### config.mk
export PLATFORM = sky130hd
export DESIGN_NAME = lfsr_struct
export DESIGN_NICKNAME = d
export VERILOG_FILES = /design/src/rtl/lfsr_pkg.sv /design/src/rtl/lfsr_bit_cell.sv /design/src/rtl/lfsr_struct.sv
export SDC_FILE = /design/constraint.sdc
export NUM_CORES = 1
export LEC_CHECK = 0
export ABC_AREA = 1
export CAP_MARGIN = 20
export CORE_AREA = 4 4 41 43
export DETAILED_ROUTE_END_ITERATION = 10
export DIE_AREA = 0 0 45 47
export PLACE_DENSITY_LB_ADDON = 0.1
export SYNTH_ARGS = -nofsm -noshare
export SYNTH_HDL_FRONTEND = slang
export SYNTH_SLANG_ARGS = --single-unit
### constraint.sdc
create_clock -name clk -period 0.9 [get_ports clk]
set_clock_uncertainty 0.2 [all_clocks]
set_input_delay 0.09 -clock clk [delete_from_list [all_inputs] [get_ports clk]]
set_output_delay 0.09 -clock clk [all_outputs]
set_load 0.005 [all_outputs]
### src/rtl/lfsr_pkg.sv
// Shared constants for the 4-bit Fibonacci LFSR (polynomial x^4 + x^3 + 1).
//   LFSR_WIDTH     : register width
//   LFSR_RESET_VAL : value forced by the synchronous reset
//   TAP_HI/TAP_LO  : state bits XORed to form the feedback bit
package lfsr_pkg;
  localparam int unsigned LFSR_WIDTH = 4;
  localparam logic [LFSR_WIDTH-1:0] LFSR_RESET_VAL = 4'b0000;
  localparam int unsigned TAP_HI = 3;
  localparam int unsigned TAP_LO = 2;
endpackage : lfsr_pkg

### src/rtl/lfsr_bit_cell.sv
// One LFSR bit: a 2:1 mux (load or shift) feeding a D flip-flop with a
// synchronous active-high reset.
// Ports:
//   clk     : rising-edge clock
//   reset   : synchronous active-high reset, forces q to RESET_BIT
//   sel     : 1 = capture load_d, 0 = capture shift_d
//   load_d  : seed bit
//   shift_d : shift-in bit from the neighbouring cell or the feedback gate
//   q       : registered bit
module lfsr_bit_cell #(
  parameter logic RESET_BIT = 1'b0
) (
  input  logic clk,
  input  logic reset,
  input  logic sel,
  input  logic load_d,
  input  logic shift_d,
  output logic q
);

  logic bit_d;
  logic bit_q;

  always_comb begin
    bit_d = shift_d;
    if (sel) begin
      bit_d = load_d;
    end
  end

  // reset takes priority over the load/shift mux
  always_ff @(posedge clk) begin
    if (reset) begin
      bit_q <= RESET_BIT;
    end else begin
      bit_q <= bit_d;
    end
  end

  assign q = bit_q;

endmodule : lfsr_bit_cell

### src/rtl/lfsr_struct.sv
// 4-bit Fibonacci LFSR built from four lfsr_bit_cell instances and one XOR
// feedback gate. Left shift with the feedback bit entering bit 0; the
// sequence from any non-zero seed has period 15. All-zero is a lockup state
// that only a non-zero seed load leaves.
// Ports:
//   clk   : rising-edge clock
//   reset : synchronous active-high reset (state -> 0000), beats sel
//   seed  : value loaded when sel=1
//   sel   : 1 = load seed, 0 = LFSR step
//   state : register contents, straight from the flip-flops
module lfsr_struct
  import lfsr_pkg::*;
(
  input  logic                  clk,
  input  logic                  reset,
  input  logic [LFSR_WIDTH-1:0] seed,
  input  logic                  sel,
  output logic [LFSR_WIDTH-1:0] state
);

  logic [LFSR_WIDTH-1:0] state_q;
  logic [LFSR_WIDTH-1:0] shift_d;
  logic                  feedback;

  assign feedback = state_q[TAP_HI] ^ state_q[TAP_LO];

  // cell 0 takes the feedback bit, cell i takes state[i-1]
  assign shift_d = {state_q[LFSR_WIDTH-2:0], feedback};

  for (genvar i = 0; i < LFSR_WIDTH; i++) begin : g_cell
    lfsr_bit_cell #(
      .RESET_BIT (LFSR_RESET_VAL[i])
    ) u_cell (
      .clk     (clk),
      .reset   (reset),
      .sel     (sel),
      .load_d  (seed[i]),
      .shift_d (shift_d[i]),
      .q       (state_q[i])
    );
  end

  assign state = state_q;

endmodule : lfsr_struct

== Word level (Yosys, flattened, before mapping) ==
Index checks and enable logic that the tools add are counted.

* Order comparisons: 0
* Div/mod/pow operators: 0
* $add $sub $neg: 0
* Bitwise operators: 1
* Shifts and indexed selects: 0
* Reduce and logical (&&, ||, !) cells: 0
* Muxes and demuxes: 4
* Multipliers: 0
* Equal/unequal tests: 0

{| class="wikitable"
|+ Operators with widths
! operator !! number
|-
| $mux 1 || 4
|-
| $xor 1x1->1 || 1
|}

* Latch bits: 0
* Logic and storage cells: 9
* Memories: 0
* Output and inout bits: 4
* Flip-flop bits (word level): 4
* Input bits: 7
* RAM bits: 0
* Memory bits (read-only): 0

== Logic depth before layout (Yosys ltp) ==
Gate-level depths: netlist of run 1.

* Depth in word-level cells: 2
* Mapped depth: 5
* Mapped depth without buffers: 5

== Hierarchy ==
A second synthesis of run 1 with hierarchy kept.

* Cell total of the unflattened synthesis: 33
* Area total of the unflattened synthesis: 198.9 um^2

{| class="wikitable"
|+ Modules (own cells, without submodules)
! module !! area each (um^2) !! cells an instance !! instances
|-
| lfsr_bit_cell || 45.0 || 7 || 4
|-
| lfsr_struct || 18.8 || 5 || 1
|}

== Least setup slack after synthesis of run 1 ==
Ideal clock, no wire load.

* Path type: register -> register
* From: register g_cell[2].u_cell.bit_q
* To: register g_cell[0].u_cell.bit_q
* Path slack: 0.038 ns
* Library setup time: 0.109 ns
* Clock period less this slack: 0.862 ns
* Arrival: 0.553 ns
* Buffers on the path: 0
* Cell stages (with the launch flop): 6
* Cell sequence: dfxtp_1 > inv_1 > nand2_1 > nand3_1 > nand2_1 > inv_1

* Cells in the longest elaborated chain, start to end: 2

{| class="wikitable"
|+ RTL lines
! element !! line !! RTL
|-
| start: declaration || lfsr_bit_cell.sv:22 || <nowiki>logic bit_q;</nowiki>
|-
| start signal: assignment || lfsr_bit_cell.sv:36 || <nowiki>bit_q <= bit_d;</nowiki>
|-
| $xor 1x1->1 || lfsr_struct.sv:25 || <nowiki>assign feedback = state_q[TAP_HI] ^ state_q[TAP_LO];</nowiki>
|-
| $mux 1 || lfsr_bit_cell.sv:26 || <nowiki>if (sel) begin</nowiki>
|-
| end signal: assignment || lfsr_bit_cell.sv:36 ||
|-
| end: declaration || lfsr_bit_cell.sv:22 ||
|}

No other way between the ends.
A chain may end at the register's enable or synchronous reset.

== Final worst setup path of run 1 ==
* From: register g_cell[2].u_cell.bit_q
* To: output state[2]

{| class="wikitable"
|+ RTL lines
! element !! line !! RTL
|-
| end: declaration || lfsr_struct.sv:18 || <nowiki>output logic [LFSR_WIDTH-1:0] state</nowiki>
|}

No word-level cell between the ends.

==> metrics, run 1 <==
# setup viols final 5; Final Hold Viols 0; worst hold slack 0.0841 ns; path type of the worst setup path reg2out; Vias 181; dpl cell area around 300 µm²; Post-Synthesis Mean Instance Area 7.00 µm²; DR WL met2 190 µm; peak supply drop 0.000780 V; 1st-pass router iterations 2; layout cells sized above 1 47.5%; Max Freq approximately 1100 MHz; post-synthesis instance total 27; Tmin final roughly 0.95 ns; P_leak 0.157 nW; post-route setup slack -0.0497 ns; Unique masters post-synth 9; wire per inst 7.87 µm; clock buffer count from CTS 3; DRC 0; total gr overflow 0; failing checks setup timing; H-tree Lvls 1; Worst Tran Pin Value 0.169 ns; total length of routed met3 wires 57 µm; root buf cell clkbuf_4; unrepaired setup endpoints after global routing yes; Crit path max-delay family flip-flops; sequential share of the synthesized area 42.4%; slowest CP cell dfxtp_2; clk buf depth 2; core area 1300 µm²; # diodes 0; max layer used met3; Tot Pwr 510 µW; critical path launch point type flop; vias in the first global route 173; max-cap check violation count 0; Buf/Inv on CP 1; Synth Register Bits 4; outcome complete, but fails checks; Final #Nets 49; slew margin rel. 88.7%; global-route wire length before repair 703 µm; die area 2120 µm²; initial antenna violation count 0; Antenna Nets Post-Route 0; Die Y 47 µm; cell area power density 1530 nW/µm²; cts hold-fix bufs 0; Critical Path End Type output pin; Slew Limit Fails 0; clk_lat worst skew 0.23 ns; row count 13; CTS tree yes; syn nets 34; gr usage total 5.15%; Worst Hold Class in2reg; critical path arrival 0.66 ns; Met1 Routed Length 184 µm; Slowest Stage Delay on Critical Path 0.31 ns; port bufs 10; area grow syn2layout 76.8%; synth warn 0; Mapped Area 189 µm²; Clk pin slew, worst setup/hold paths 0.04 ns; Final Wtd Congestion around 0.7; finished layout cell area 334 µm²; largest net degree at the start of global routing 6; Layout fillers 161; CP Max Fanout 2; Required @ worst endpoint between 0.6 and 0.7 ns; Initial Util 14.5%; crit path cell chain buf_2; Largest register FFs 4; Tcrit/Tclk final 106%; vias per cell 3.29; DRT iter0 DRCs 1; final WL 433 µm; Fin Setup TNS -0.217 ns; width of the chip 45 µm; clock tree sinks 4; IO Pins 11
[per-layer routing]
metal,track usage [%],vias up
li1,-,104
met1,5.03,70
met2,6.78,7
met3,6.13,0
met4,1.75,0
met5,0,-
[synth_stat cells]
cell | number | area share (%)
nand3_1 | 1 | 2.6
nand2_1 | 9 | 18
a21oi_1 | 3 | 7.9
buf_4 | 4 | 16
dfxtp_1 | 4 | 42
nor2_1 | 1 | 2.0
nor2_2 | 1 | 3.3
inv_1 | 3 | 6.0
inv_2 | 1 | 2.0
[area by class of cell]
type / count / area [µm²] / share of cell area (%)
sequential: 4 / 85.1 / 25.5
tap: 15 / 18.8 / 5.62
clock buffer: 3 / 22.5 / 6.74
inverter: 4 / 15.0 / 4.49
timing repair buffer: 14 / 125 / 37.5
multi-input combinational: 15 / 67.6 / 20.2
[what timing repair did]
action,in CTS,in global routing
buffers inserted,1,0
setup endpoints to repair,7,6
gates resized for setup,21,5
[placed cells by master (no fill, tap or decap), drive strengths merged]
| master | netlist | routed |
|---|---|---|
| a21oi | 3 | 3 |
| buf | 4 | 8 |
| clkbuf | 0 | 3 |
| clkdlybuf4s50 | 0 | 5 |
| dfxtp | 4 | 4 |
| dlygate4sd2 | 0 | 1 |
| inv | 4 | 4 |
| nand2 | 9 | 9 |
| nand3 | 1 | 1 |
| nor2 | 2 | 2 |
[report_power, final]
part / switching (mW) / internal [mW] / total (mW)
Sequential: 0.00634 / 0.192 / 0.198
Combinational: 0.0322 / 0.0596 / 0.0918
Clock: 0.0713 / 0.149 / 0.220
[cell families (layout without fill, tap and decap cells)]
family / Yosys count / in the layout / synth area share (%)
compound gates: 3 / 3 / 7.94
buf+inv: 8 / 21 / 23.8
simple gates: 12 / 12 / 25.8
flops: 4 / 4 / 42.4
[final timing paths]
path | startpoint | to | slack [ns] | cells past startpoint
hold / removal | sel | g_cell[1].u_cell.q | 0.08 | 3
setup / recovery | g_cell[2].u_cell.q | state[2] | -0.05 | 1
hold reg to reg | g_cell[1].u_cell.q | g_cell[2].u_cell.q | 0.26 | 2
setup reg to reg | g_cell[3].u_cell.q | g_cell[0].u_cell.q | -0.05 | 6
[tightest hold or removal path: stages]
cell	delay, ns
dlygate4sd2_1	0.27
nand2_1	0.06
a21oi_1	0.05
[metrics by stage]
stage,instances,worst slack [ns],utilization (%)
final,55,-0.0497,25.7
after global routing,55,-0.0894,25.7
after CTS,55,-0.0604,24.1
after detailed placement,51,-0.303,23.1
after global placement,51,-0.287,23.1
after floorplan,27,0.0383,-
Note: power is estimated with default switching activity, not from simulation.
==> run 2: changes to the inputs <==
--- a/config.mk
+++ b/config.mk
@@ -7,9 +7,9 @@
 export LEC_CHECK = 0
 export ABC_AREA = 1
 export CAP_MARGIN = 20
-export CORE_AREA = 4 4 41 43
+export CORE_AREA = 2 2 39 41
 export DETAILED_ROUTE_END_ITERATION = 10
-export DIE_AREA = 0 0 45 47
+export DIE_AREA = 0 0 41 43
 export PLACE_DENSITY_LB_ADDON = 0.1
 export SYNTH_ARGS = -nofsm -noshare
 export SYNTH_HDL_FRONTEND = slang
==> run 2 against run 1 <==
The flow still finishes with violations (setup timing); critical path depth rose by 5; clock power barely moved; sequential power barely moved; maximum frequency fell by 3.2%; die area fell by 17%; global-route usage rose by 2.2 points; count of clock-buffer cells in the layout did not move; total power rose by 0.84%; worst hold slack improved by 0.037 ns; core utilization fell by 1.3 points; setup slack got worse by 0.031 ns.
==> metrics, run 2 (synthesis gave the netlist of run 1 again) <==
CP Max Fanout 3; DRC 0; Critical Path End Type flop; IO Pins 11; unrepaired setup endpoints after global routing yes; Clk pin slew, worst setup/hold paths 0.04 ns; DRT iter0 DRCs 5; peak supply drop about 0.00060 V; 1st-pass router iterations 2; hpwl dp around 340 µm; largest net degree at the start of global routing 6; layout cells sized above 1 57.5%; Crit path max-delay family flip-flops; P_leak around 0.16 nW; cts hold-fix bufs 0; Layout fillers 164; slew margin rel. 87.4%; critical path arrival approximately 0.91 ns; final WL 505 µm; slowest CP cell dfxtp_2; Antenna Nets Post-Route 0; CTS tree yes; clock buffer count from CTS 3; Worst Tran Pin Value approximately 0.19 ns; Required @ worst endpoint 0.83 ns; Die Y 43 µm; Buf/Inv on CP 3; Tcrit/Tclk final 109%; Final Hold Viols 0; clk_lat worst skew 0.24 ns; failing checks setup timing; total gr overflow 0; Inst Count DP between 50 and 60; # diodes 0; Max Freq about 1000 MHz; global-route wire length before repair 752 µm; dpl cell area 309 µm²; finished layout cell area 338 µm²; initial antenna violation count 0; post-route setup slack -0.0806 ns; outcome complete, but fails checks; Fin Setup TNS -0.280 ns; max-cap check violation count 0; Layout Cells excl Fill 56; Vias 200; Slowest Stage Delay on Critical Path about 0.32 ns; commonest non-fill, non-tap cell in the layout nand2_1; Final #Nets 49; clk buf depth 2; row count 14; port bufs 10; # setup viols final 5; area grow syn2layout 78.8%; Reg area ~85 µm²; worst hold slack 0.121 ns; Initial Util 13.7%; Final Wtd Congestion 0.629; clock tree sinks 4; width of the chip 41 µm; Largest register FFs 4; critical path launch point type flop; Slew Limit Fails 0; Worst Hold Class in2reg; gr usage total 7.33%; path type of the worst setup path reg2reg; root buf cell clkbuf_4; vias per cell 3.57; Tmin final 0.981 ns; wire per inst 9.02 µm; Multi-input gate area 78.8 µm²; die area 1760 µm²; core area about 1400 µm²; H-tree Lvls 1; vias in the first global route 187; cell area power density approximately 1500 nW/µm²; commonest non-fill, non-tap cells in the layout nand2_1 (8), clkdlybuf4s50_1 (5), dfxtp_2 (4), buf_2 (4); crit path cell chain buf_6 > inv_2 > nand2_2 > nand3_2 > nand2_1 > inv_1
run 2: metal layers:
layer / GRT usage [%] / share of wire, % / vias up
met1: 7.72 / 40 / 87
met5: 0 / 0 / -
li1: - / - / 104
met4: 4.00 / 0 / 0
met2: 7.50 / 47 / 9
met3: 9.95 / 13 / 0
run 2: path summary, 6_finish.rpt:
check        cells past startpoint                from            endpoint  slack [ns]
min reg2reg                      2  g_cell[1].u_cell.q  g_cell[2].u_cell.q        0.26
min                              4                 sel  g_cell[2].u_cell.q        0.12
max reg2reg                      6  g_cell[2].u_cell.q  g_cell[0].u_cell.q       -0.08
max                              6  g_cell[2].u_cell.q  g_cell[0].u_cell.q       -0.08
run 2: worst min-delay path, delay by kind of cell:
kind | cells | cell delay, ns
AOI/OAI and AO/OA | 1 | 0.05
buffers and inverters | 2 | 0.31
and+or+nand+nor | 1 | 0.07
run 2: report_power, final:
group          switching (mW)  total [mW]  leakage [nW]  internal [mW]
clock                  0.0739       0.223        0.0138          0.149
sequential            0.00561       0.197        0.0344          0.192
combinational          0.0376      0.0941         0.111         0.0565
run 2: repair_timing:
item                       CTS  global route
buffers inserted             0             0
setup endpoints to repair    7             5
pin swaps                    1             3
resized for setup           24             5
run 2: layout make-up:
type | instances | area share, %
repair buffers | 14 | 34.4
inverters | 4 | 4.44
well taps | 16 | 5.93
flip-flops and latches | 4 | 25.2
clock buffers | 3 | 6.67
multi-input cells | 15 | 23.3
run 2: metrics by stage:
stage,util [%],setup slack [ns],power (mW)
2_1_floorplan,-,0.0383,0.236
3_3_place_gp,22.3,-0.263,0.292
3_5_place_dp,22.3,-0.273,0.292
5_1_grt,24.4,-0.134,0.559
6_report,24.4,-0.0806,0.514
4_1_cts,23.3,-0.0794,0.527
